**src/rtl/johnson_pkg.sv**
```systemverilog
// johnson_pkg: shared types and sizing for the Johnson phase monitor
package johnson_pkg;
    localparam int N_DEF   = 4;
    localparam int SEQ_LEN = 2 * N_DEF;
    localparam int PW      = $clog2(SEQ_LEN);
    typedef enum logic [1:0] {SEARCH, TRACK, FAULT} state_e;
    typedef enum logic [1:0] {NONE = 2'b00, ILLEGAL = 2'b01, SKIP = 2'b10} err_code_e;
    function automatic int phase_w(input int n);
        return $clog2(2 * n);
    endfunction
endpackage

```
**src/rtl/johnson_decode.sv**
```systemverilog
// johnson_decode: maps a Johnson code to its phase index and flags non-Johnson codes
module johnson_decode #(
    parameter int N  = 4,
    parameter int PW = 3
) (
    input  logic [N-1:0]  code_i,
    output logic          legal_o,
    output logic [PW-1:0] phase_o
);
    logic [N-1:0] inv;
    int           pc;
    assign inv     = code_i[N-1] ? ~code_i : code_i;
    assign legal_o = (inv & (inv + 1'b1)) == '0;
    always_comb begin
        pc = 0;
        for (int i = 0; i < N; i++) pc = pc + int'(code_i[i]);
        phase_o = code_i[N-1] ? PW'(pc - 1) : PW'(2 * N - 1 - pc);
    end
endmodule

```
**src/rtl/johnson_phase_monitor.sv**
```systemverilog
// johnson_phase_monitor: locks onto a Johnson down-counter stream, counts revolutions, flags faults
module johnson_phase_monitor
    import johnson_pkg::*;
#(
    parameter int N        = N_DEF,
    parameter int REV_W    = 8,
    parameter int LOCK_LEN = 2,
    localparam int PW_L    = phase_w(N),
    localparam int GW      = $clog2(LOCK_LEN + 1)
) (
    input  logic              clk_i,
    input  logic              rst_i,
    input  logic [N-1:0]      code_i,
    input  logic              valid_i,
    input  logic              clear_i,
    output logic [PW_L-1:0]   phase_o,
    output logic              locked_o,
    output logic              wrap_o,
    output logic [REV_W-1:0]  rev_count_o,
    output logic              err_o,
    output logic [1:0]        err_code_o
);
    state_e          state_q, state_d;
    err_code_e       err_code_q, err_code_d;
    logic [PW_L-1:0] phase_q, phase_d, ph, nxt;
    logic [GW-1:0]   good_cnt_q, good_cnt_d;
    logic [REV_W-1:0] rev_q, rev_d;
    logic            prev_valid_q, prev_valid_d, wrap_q, wrap_d;
    logic            legal, last, succ, hold;
    johnson_decode #(.N(N), .PW(PW_L)) u_decode (
        .code_i  (code_i),
        .legal_o (legal),
        .phase_o (ph)
    );
    // phase_q doubles as the previous accepted phase whenever prev_valid_q is set
    assign last = phase_q == PW_L'(2 * N - 1);
    assign nxt  = last ? '0 : phase_q + 1'b1;
    assign succ = legal && prev_valid_q && ph == nxt;
    assign hold = legal && prev_valid_q && ph == phase_q;
    always_ff @(posedge clk_i) begin
        if (rst_i) begin
            state_q      <= SEARCH;
            err_code_q   <= NONE;
            phase_q      <= '0;
            good_cnt_q   <= '0;
            rev_q        <= '0;
            prev_valid_q <= 1'b0;
            wrap_q       <= 1'b0;
        end else begin
            state_q      <= state_d;
            err_code_q   <= err_code_d;
            phase_q      <= phase_d;
            good_cnt_q   <= good_cnt_d;
            rev_q        <= rev_d;
            prev_valid_q <= prev_valid_d;
            wrap_q       <= wrap_d;
        end
    end
    always_comb begin
        state_d = state_q;
        if (clear_i) state_d = SEARCH;
        else if (valid_i && state_q == SEARCH && succ && good_cnt_q == GW'(LOCK_LEN - 1)) state_d = TRACK;
        else if (valid_i && state_q == TRACK && !succ && !hold) state_d = FAULT;
    end
    always_comb begin
        phase_d      = phase_q;
        prev_valid_d = prev_valid_q;
        good_cnt_d   = good_cnt_q;
        rev_d        = rev_q;
        err_code_d   = err_code_q;
        wrap_d       = 1'b0;
        if (clear_i) begin
            prev_valid_d = 1'b0;
            good_cnt_d   = '0;
            rev_d        = '0;
            err_code_d   = NONE;
        end else if (valid_i && state_q == SEARCH) begin
            if (!legal) begin
                prev_valid_d = 1'b0;
                good_cnt_d   = '0;
            end else if (!prev_valid_q) begin
                phase_d      = ph;
                prev_valid_d = 1'b1;
                good_cnt_d   = '0;
            end else if (succ) begin
                phase_d    = ph;
                good_cnt_d = good_cnt_q + 1'b1;
            end else if (!hold) begin
                phase_d    = ph;
                good_cnt_d = '0;
            end
        end else if (valid_i && state_q == TRACK) begin
            if (succ) begin
                phase_d = ph;
                wrap_d  = last;
                rev_d   = last ? rev_q + 1'b1 : rev_q;
            end else if (!hold) begin
                err_code_d = legal ? SKIP : ILLEGAL;
            end
        end
    end
    assign phase_o     = phase_q;
    assign locked_o    = state_q == TRACK;
    assign wrap_o      = wrap_q;
    assign rev_count_o = rev_q;
    assign err_o       = state_q == FAULT;
    assign err_code_o  = err_code_q;
endmodule

```
**config.mk**
```make
export PLATFORM = sky130hd
export DESIGN_NAME = johnson_phase_monitor
export DESIGN_NICKNAME = d
export VERILOG_FILES = /design/src/rtl/johnson_pkg.sv /design/src/rtl/johnson_decode.sv /design/src/rtl/johnson_phase_monitor.sv
export SDC_FILE = /design/constraint.sdc
export NUM_CORES = 1
export LEC_CHECK = 0
export ABC_AREA = 1
export CAP_MARGIN = 30
export CELL_PAD_IN_SITES_DETAIL_PLACEMENT = 1
export CELL_PAD_IN_SITES_GLOBAL_PLACEMENT = 2
export CORE_AREA = 2 2 76 78
export CTS_CLUSTER_SIZE = 20
export DETAILED_ROUTE_END_ITERATION = 12
export DIE_AREA = 0 0 78 80
export PLACE_DENSITY_LB_ADDON = 0.1
export SLEW_MARGIN = 20
export SYNTH_ARGS = -nofsm -noshare
export SYNTH_HDL_FRONTEND = slang
export SYNTH_SLANG_ARGS = --single-unit
```
**constraint.sdc**
```tcl
create_clock -name clk_i -period 3.34 [get_ports clk_i]
set_input_delay 1.002 -clock clk_i [delete_from_list [all_inputs] [get_ports clk_i]]
set_output_delay 1.002 -clock clk_i [all_outputs]
set_load 0.05 [all_outputs]
```
# After elaboration in Yosys (flattened, before gate mapping)
# Cells that the tools add are included.
dict set report op_classes {
  n_addsub 9
  eq_ne 9
  n_mux 18
  bitwise_logic 7
  reduce_logical 23
}
# cell n
set op_table {}
lappend op_table {{3-bit two-way mux} 9}
lappend op_table {{2-bit two-way mux} 5}
lappend op_table {{1-bit logical AND} 9}
lappend op_table {{8-bit by 1-bit adder with 8-bit output, second input constant} 1}
lappend op_table {{4-bit AND reduction} 2}
lappend op_table {{3-bit by 2-bit adder with 3-bit output} 2}
lappend op_table {{3-bit == test} 2}
lappend op_table {{2-bit nonzero test} 3}
lappend op_table {{1-bit inverter} 5}
lappend op_table {{5-bit AND reduction} 1}
lappend op_table {{5-bit OR reduction} 1}
lappend op_table {{4-bit by 1-bit adder with 4-bit output, second input constant} 1}
lappend op_table {{4-bit AND} 1}
lappend op_table {{2-bit by 1-bit == test with 1-bit output, second input constant} 2}
lappend op_table {{4-bit logical NOT} 1}
lappend op_table {{4-bit two-way mux} 1}
lappend op_table {{4-bit inequality test, second input constant} 1}
lappend op_table {{4-bit inverter} 1}
lappend op_table {{3-bit by 1-bit adder with 3-bit output, second input constant} 1}
lappend op_table {{3-bit == test, second input constant} 1}
lappend op_table {{1-bit two-way mux} 3}
lappend op_table {{3-bit inequality test, second input constant} 1}
lappend op_table {{3-bit OR reduction} 1}
lappend op_table {{1-bit by 3-bit subtractor with 3-bit output, first input constant} 1}
lappend op_table {{other kinds (9)} 10}
dict set report totals {
  ff_bits 19
  input_bits 8
  output_inout_bits 16
  elab_cells 74
}

# Logic depth before layout (Yosys ltp)
# Gate-level depths: netlist of run 1.
dict set report depth {
  depth_word 12
  depth_mapped 19
  mapped_depth_nobuf 19
}

# Hierarchy
# Synthesis of run 1 repeated with hierarchy kept, for this count alone.
dict set report unflattened {
  hier_cells 201
  area_unflattened_um2 1248.7
}
# module instances cells_each area_per_inst_um2 seq_area_each_um2
set by_module_without_submodules {}
lappend by_module_without_submodules {johnson_phase_monitor 1 175 1097.3 380.4}
lappend by_module_without_submodules {johnson_decode 1 26 151.4 0.0}

# Least setup slack after synthesis of run 1
# No wires, ideal clock.
dict set report synth_timing {
  kind {input-to-reg}
  start {input port code_i[0]}
  end {register rev_q[0], in the netlist rev_count_o[0]}
  setup_time_ns 0.117
  t_arrival_ns 3.078
  required_time_ns 3.223
  setup_slack_ns 0.145
  path_stages 17
  n_path_buf 0
  path_cell_list {ha_1 -> inv_1 -> fa_1 -> inv_1 -> ha_1 -> inv_1 -> ha_1 -> inv_1 -> nand2_1 -> nand3_1 -> nand2_2 -> nor2_4 -> nand2_4 -> nor2_8 -> nand2_4 -> xor2_1 -> nor2_2}
}
dict set report synth_via {
  elab_chain_len 8
  elab_cells_between_ends 15
  cone_classes {add/sub: 6; eq/ne: 1; mux: 2; bitwise: 2; reduce/logical: 4}
}
# item line_no
set synth_lines {}
lappend synth_lines {{from (decl)} johnson_phase_monitor.sv:13} ;# input logic [N-1:0] code_i,
lappend synth_lines {{1-bit by 1-bit adder with 2-bit output or 4-bit inverter (tied branches)} {johnson_decode.sv:16, johnson_decode.sv:12}}
lappend synth_lines {{3-bit by 2-bit adder with 3-bit output or 4-bit two-way mux (tied branches)} {johnson_decode.sv:16, johnson_decode.sv:12}}
lappend synth_lines {{3-bit by 2-bit adder with 3-bit output or 4-bit by 1-bit adder with 4-bit output (tied branches)} {johnson_decode.sv:16, johnson_decode.sv:13}}
lappend synth_lines {{1-bit by 3-bit subtractor with 3-bit output, or another cell as far along} johnson_decode.sv:17} ;# phase_o = code_i[N-1] ? PW'(pc - 1) : PW'(2 * N - 1 - pc);
lappend synth_lines {{3-bit two-way mux or 4-bit logical NOT (tied branches)} {johnson_decode.sv:17, johnson_decode.sv:13}}
lappend synth_lines {{3-bit == test or 1-bit logical AND (tied branches)} johnson_phase_monitor.sv:38} ;# assign succ = legal && prev_valid_q && ph == nxt;
lappend synth_lines {{1-bit logical AND *} johnson_phase_monitor.sv:38}
lappend synth_lines {{4-bit AND reduction (no source line) *} --}
lappend synth_lines {{to (signal assigned)} johnson_phase_monitor.sv:54} ;# rev_q <= rev_d;
lappend synth_lines {{to (decl)} johnson_phase_monitor.sv:27} ;# logic [REV_W-1:0] rev_q, rev_d;
# Every way passes the cells marked *; elsewhere a longest branch is shown, timed or not.
# A chain may end at the register's enable or synchronous reset.

# Worst setup path after layout of run 1
dict set report layout_timing {
  start {input port code_i[1]}
  end {register rev_q[5], in the netlist rev_count_o[5]}
}
# The elaborated chain is that of the path after synthesis.

==> flow_summary_export.csv, run 1 <==
group,metric,value,unit
critical_path,crit_type,"in2reg",
detailed_routing,dr.pass1.iters,2,
placement,hpwlAfterDp,2.97,mm
placement,place_congestion,0.731,
pwr,power,0.000572,W
layout,fin_area,0.00190,sq mm
logic_synthesis,syn_inst,193,
worst_hold_path,hold-path-endpoint,"err_code_o[1]",
pwr,max-vdd-ir-drop,0.150,mV
detailed_routing,ant_nets,0,
timing,fin_crit_sh,93.5,%
global_routing,grt_pass1_wl,6.33,mm
detailed_routing,wl_per_cell,11.7,microns
detailed_routing,via_count,1325,
logic_synthesis,syn_area,0.00136,sq mm
floorplan,dieArea,0.00624,sq mm
timing,final.min_clock_period,3.12,ns
pwr,p_leak,0.894,nW
global_routing,grt_max_degree,12,
logic_synthesis,synth_area_leaders,"dfxtp_1, nand2_1, inv_1",
timing,hold_ws,0.469,ns
timing,rsz0062_at_grt,"no",
timing,worst_pin_slew,0.505,ns
global_routing,grtUsageMet2,22.9,%
global_routing,antenna_found_initial,0,
detailed_routing,drt-initial-drc-count,39,
clocking,cts_root_buf,"clkbuf_8",
critical_path,crit_path_max_fanout,5,
critical_path,start_kind,"input port",
timing,max_freq,320,MHz
layout,num_antenna_cells,0,
logic_synthesis,yosys.area.top_type,"dfxtp_1",
floorplan,start_util,25.1,%
clocking,h-tree-depth,1,
critical_path,worst_ep_arrival_time,3.33,ns
floorplan,ioPinCount,24,
worst_hold_path,holdPathStages,2,
logic_synthesis,synthesis.nets,209,
global_routing,use_met3,2.04,%
critical_path,r2r_cells,13,
placement,portBuffers,23,
floorplan,die_x,78,microns
critical_path,cpMaxStageDelayCell,"fa_2",
layout,syn_to_final_growth,39.8,%
global_routing,grt_usage,12.5,%
timing,slew_viol_final,0,
placement,place_area,0.00175,sq mm
worst_hold_path,hold_path.startpoint,"err_code_o[1]",
critical_path,cp_top_family,"adder cells",
critical_path,startpoint,"code_i[1]",
clocking,cts_buffers,3,
global_routing,grt_busiest_layer,"met2",
global_routing,overflow,0,
pwr,power_density,302,mW/mm^2
clocking,cts_buffer_depth,2,
logic_synthesis,yosysUniqueCellTypes,25,
clocking,cts_tree,"done",
critical_path,cp_cell_sequence,"clkbuf_2, ha_1, inv_2, fa_2, inv_2, ha_4, inv_4, ha_4, inv_1, nand2_1, nand3_2, nand2_2, nor2_4, nand2_4, nor2_8, buf_12, nand4_4, nand2_1, nand2_1, nor2_1",
logic_synthesis,synth_seq_cells,19,
clocking,cts.sinks,19,
critical_path,end_kind,"register",
detailed_routing,drt-total-wl,3.59,mm
logic_synthesis,synth_top_area_share,28.0,%
layout,drive_above_1_share,25.2,%
layout,post-route-util,35.1,%
global_routing,grt_pass1_vias,1428,
timing,slew_headroom,66.2,%
layout,final_cell_mix,"nand2_1, inv_1, dfxtp_1, clkdlybuf4s50_1, nor2_1",
worst_hold_path,worstHoldPathType,"reg2reg",
run_status,status,"complete, no violations",
timing,finalSetupViolations,0,
critical_path,worst_r2r_startpoint,"phase_o[0]",
critical_path,r2r-end,"rev_count_o[5]",
critical_path,max_stage_delay,0.35,ns
flow_run,maxCapViolCount,0,
floorplan,die_h,80,microns
detailed_routing,drc,0,
layout,final_common_cell,"nand2_1",
floorplan,coreArea,0.00541,sq mm
critical_path,cp_common_cell,"nand2_1",
logic_synthesis,ys.warnings.count,0,
critical_path,cp.required,3.54,ns
timing,clock_skew,0.00504,ns
critical_path,r2r_slack,1.36,ns
timing,hold_viol,0,
detailed_routing,viasPerCell,4.33,
global_routing,use_met1,15.5,%
layout,nets,251,
logic_synthesis,yosysSeqAreaShare,28.0,%
logic_synthesis,avgSynthCellArea,7.03,sq um
clocking,clk_latency,0.26,ns
critical_path,crit_buf_inv,6,
clocking,clk_pin_slew_worst_paths,0.08,ns
floorplan,row_count,27,
repair_timing:
item / in CTS / in global routing
gates resized for setup: 9 / 15
setup endpoints to repair: 18 / 17
pin swaps: 3 / 12
hold buffers: 0 / 0
buffers inserted: 3 / 1
worst reg2reg max path, cell delays in order (launching register included):
cell      delay, ns
dfxtp_1        0.42
ha_1           0.18
ha_1           0.16
inv_1          0.13
nand3b_1       0.12
nand2_1        0.10
nor2_4         0.18
nand2_4        0.09
nor2_8         0.14
buf_12         0.13
nand4_4        0.07
nand2_1        0.08
nand2_1        0.05
nor2_1         0.08
kinds of logic after synthesis:
group / share of synthesized area [%]
compound gates: 5.90
xor+xnor: 2.58
fa+ha+maj: 7.93
buf+inv: 11.5
flops: 28.0
simple gates: 44.0
per-layer routing:
metal  up-vias  share of wire (%)
met1       628                 48
met3         2                2.0
met2        15                 50
met4         0               0.53
met5         -                  0
li1        680                  -
Yosys cell counts:
cell,n
nor3_1,3
fa_1,1
nor2_2,2
nand2_2,7
nor2_8,3
nand2_1,44
clkinv_1,1
nand3_2,8
nand3_1,11
nand3b_1,1
inv_4,1
nor2_4,1
a21oi_1,12
xnor2_1,3
xor2_1,1
o21ai_1,1
dfxtp_1,19
nand4_1,5
nand4_4,1
nand2_4,3
o21ai_0,3
nor2_1,16
inv_1,38
inv_2,1
ha_1,7
metrics by stage:
step	cells	setup TNS [ns]	setup WS [ns]
detailed placement	298	-8.43	-0.565
floorplan	193	0	0.145
CTS	305	0	0.0105
global route	306	0	0.0752
finish	306	0	0.218
global placement	298	-6.76	-0.414
sequential cells by signal, indices dropped and copies added, names as in the netlist:
signal / flops
rev_count_o: 8
phase_o: 3
err_code_o: 2
good_cnt_q: 2
state_q: 2
prev_valid_q: 1
wrap_o: 1
cell type report:
cell class,count,area (sq um)
Fill cell,699,3510
Multi-Input combinational cell,133,881
Sequential cell,19,380
Timing Repair Buffer,37,339
Inverter,41,159
Tap cell,72,90.1
Clock buffer,3,41.3
Clock inverter,1,5.00
worst max path at each step:
stage               cells after the start             end  slack, ns
detailed placement                     18  rev_count_o[1]      -0.56
global placement                       18  rev_count_o[0]      -0.41
global route                           20  rev_count_o[5]       0.08
floorplan                              17  rev_count_o[0]       0.14
finish                                 20  rev_count_o[5]       0.22
CTS                                    19  rev_count_o[5]       0.01
power breakdown:
group / switching, W / internal [W]
Combinational: 0.0000986 / 0.0000747
Clock: 0.0000847 / 0.0000830
Sequential: 0.00000219 / 0.000228
Total: 0.000185 / 0.000386
(Power assumes the default switching activity.)
==> inputs of run 2 (changes only) <==
--- a/config.mk
+++ b/config.mk
@@ -9,10 +9,11 @@
 export CAP_MARGIN = 30
 export CELL_PAD_IN_SITES_DETAIL_PLACEMENT = 1
 export CELL_PAD_IN_SITES_GLOBAL_PLACEMENT = 2
-export CORE_AREA = 2 2 76 78
+export CORE_AREA = 2 2 71 73
 export CTS_CLUSTER_SIZE = 20
 export DETAILED_ROUTE_END_ITERATION = 12
-export DIE_AREA = 0 0 78 80
+export DIE_AREA = 0 0 73 75
+export DONT_BUFFER_PORTS = 1
 export PLACE_DENSITY_LB_ADDON = 0.1
 export SLEW_MARGIN = 20
 export SYNTH_ARGS = -nofsm -noshare
==> run 2 against run 1 <==
Clock power barely moved. Maximum frequency rose by 0.99%. Worst setup slack improved by 0.031 ns. Largest power group unchanged.
==> flow_summary_export.csv, run 2 (synthesized netlist as in run 1, its figures left out) <==
group,metric,value,unit
run_status,status,"complete, no violations",
floorplan,dieArea,0.00548,sq mm
timing,fin_crit_sh,92.6,%
critical_path,cp_cell_sequence,"ha_1, inv_1, fa_1, inv_1, ha_1, inv_1, ha_1, inv_1, nand2_1, nand3_1, nand2_2, nor2_4, nand2_4, nor2_8, nand2_4, xor2_1, nor2_2",
clocking,cts_repair_resize_count,0,
clocking,cts_root_buf,"clkbuf_8",
placement,portBuffers,0,
critical_path,crit_end,"rev_count_o[0]",
pwr,p_leak,0.745,nW
layout,num_antenna_cells,0,
critical_path,startpoint,"code_i[0]",
timing,final.setup.worst_slack,0.249,ns
global_routing,grt_max_degree,13,
timing,finalSetupViolations,0,
global_routing,grt_pass1_vias,1225,
critical_path,crit_path_max_fanout,10,
timing,slew_viol_final,0,
floorplan,coreArea,0.00466,sq mm
critical_path,cp_common_cell,"inv_1",
critical_path,r2r_cells,11,
critical_path,r2r_slack,1.04,ns
global_routing,overflow,0,
placement,place_congestion,0.712,
layout,stdcell_count,254,
timing,hold_viol,0,
timing,clock_skew,0.00729,ns
detailed_routing,wl_per_cell,12.6,microns
clocking,clk_latency,0.26,ns
floorplan,row_count,25,
timing,max_freq,323,MHz
clocking,cts_buffers,3,
worst_hold_path,worstHoldPathType,"reg2reg",
critical_path,cpMaxStageDelayCell,"fa_1",
detailed_routing,dr.pass1.iters,4,
placement,hpwlAfterDp,2.71,mm
layout,syn_to_final_growth,10.2,%
clocking,postCtsHoldBufs,0,
global_routing,antenna_found_initial,0,
global_routing,grt_pass1_wl,5.58,mm
critical_path,max_stage_delay,0.35,ns
clocking,cts.sinks,19,
floorplan,die_x,73,microns
floorplan,die_h,75,microns
critical_path,end_kind,"register",
layout,final_common_cell,"nand2_1",
clocking,clk_pin_slew_worst_paths,0.08,ns
critical_path,worst_ep_arrival_time,3.25,ns
timing,rsz0062_at_grt,"no",
layout,fin_area,0.00150,sq mm
flow_run,maxCapViolCount,0,
layout,largest_reg_flops,8,
clocking,h-tree-depth,1,
floorplan,start_util,29.1,%
pwr,power,0.000523,W
timing,hold_ws,0.468,ns
placement,place_area,0.00145,sq mm
clocking,cts_buffer_depth,2,
critical_path,crit_type,"in2reg",
critical_path,r2r-end,"rev_count_o[0]",
timing,final.min_clock_period,3.09,ns
detailed_routing,drt-initial-drc-count,20,
critical_path,cp.required,3.50,ns
layout,nets,217,
detailed_routing,ant_nets,0,
placement,pre_cts_slack,-0.0450,ns
detailed_routing,drt-total-wl,3.20,mm
detailed_routing,drc,0,
pwr,max-vdd-ir-drop,0.152,mV
timing,worst_pin_slew,0.883,ns
floorplan,ioPinCount,24,
detailed_routing,viasPerCell,4.69,
layout,drive_above_1_share,17.0,%
detailed_routing,via_count,1190,
critical_path,start_kind,"input port",
layout,final_cell_mix,"nand2_1, inv_1, dfxtp_1",
placement,dp.cells,250,
clocking,cts_tree,"done",
critical_path,worst_r2r_startpoint,"phase_o[1]",
pwr,power_density,350,mW/mm^2
timing,slew_headroom,40.9,%
global_routing,grt_usage,13.1,%
clocking,post-cts-setup-buffers,0,
-- run 2: metal layers --
metal	global-route usage, %	vias to the layer above	routed length (microns)
li1	-	614	-
met1	17.2	554	1530
met2	21.8	20	1490
met3	3.61	2	160
met4	2.47	0	17
met5	0	-	0
-- run 2: report_power, final --
part	leakage, nW	switching (W)	total [W]	internal, W
Sequential	0.153	0.00000541	0.000234	0.000228
Clock	0.0217	0.0000856	0.000170	0.0000843
Combinational	0.570	0.0000767	0.000120	0.0000430
-- run 2: layout make-up --
cell class / instances / area, sq um
clock buffer: 3 / 41.3
clock inverter: 1 / 7.51
fill: 603 / 3170
inverter: 41 / 156
multi-input combinational: 133 / 820
sequential: 19 / 380
tap: 54 / 67.6
timing repair buffer: 3 / 22.5
-- run 2: worst max-delay path, delay by kind of cell --
family        cells  cell delay [ns]
xor+xnor          1             0.18
fa+ha+maj         4             1.10
buf+inv           4             0.25
simple gates      8             0.71
-- run 2: worst min path at each step --
| stage | start | to | slack (ns) | cells past startpoint |
|---|---|---|---|---|
| after floorplan | good_cnt_q[0] | good_cnt_q[0] | 0.43 | 1 |
| after global placement | good_cnt_q[0] | good_cnt_q[0] | 0.44 | 1 |
| after detailed placement | prev_valid_q | prev_valid_q | 0.46 | 2 |
| after CTS | prev_valid_q | prev_valid_q | 0.48 | 2 |
| after global routing | good_cnt_q[1] | good_cnt_q[1] | 0.50 | 2 |
| final | good_cnt_q[1] | good_cnt_q[1] | 0.47 | 2 |
-- run 2: stage by stage --
step,utilization [%],TNS (ns)
finish,32.1,0
detailed placement,31.0,-0.107
global placement,31.0,0
global route,32.1,0
floorplan,-,0
CTS,32.1,0
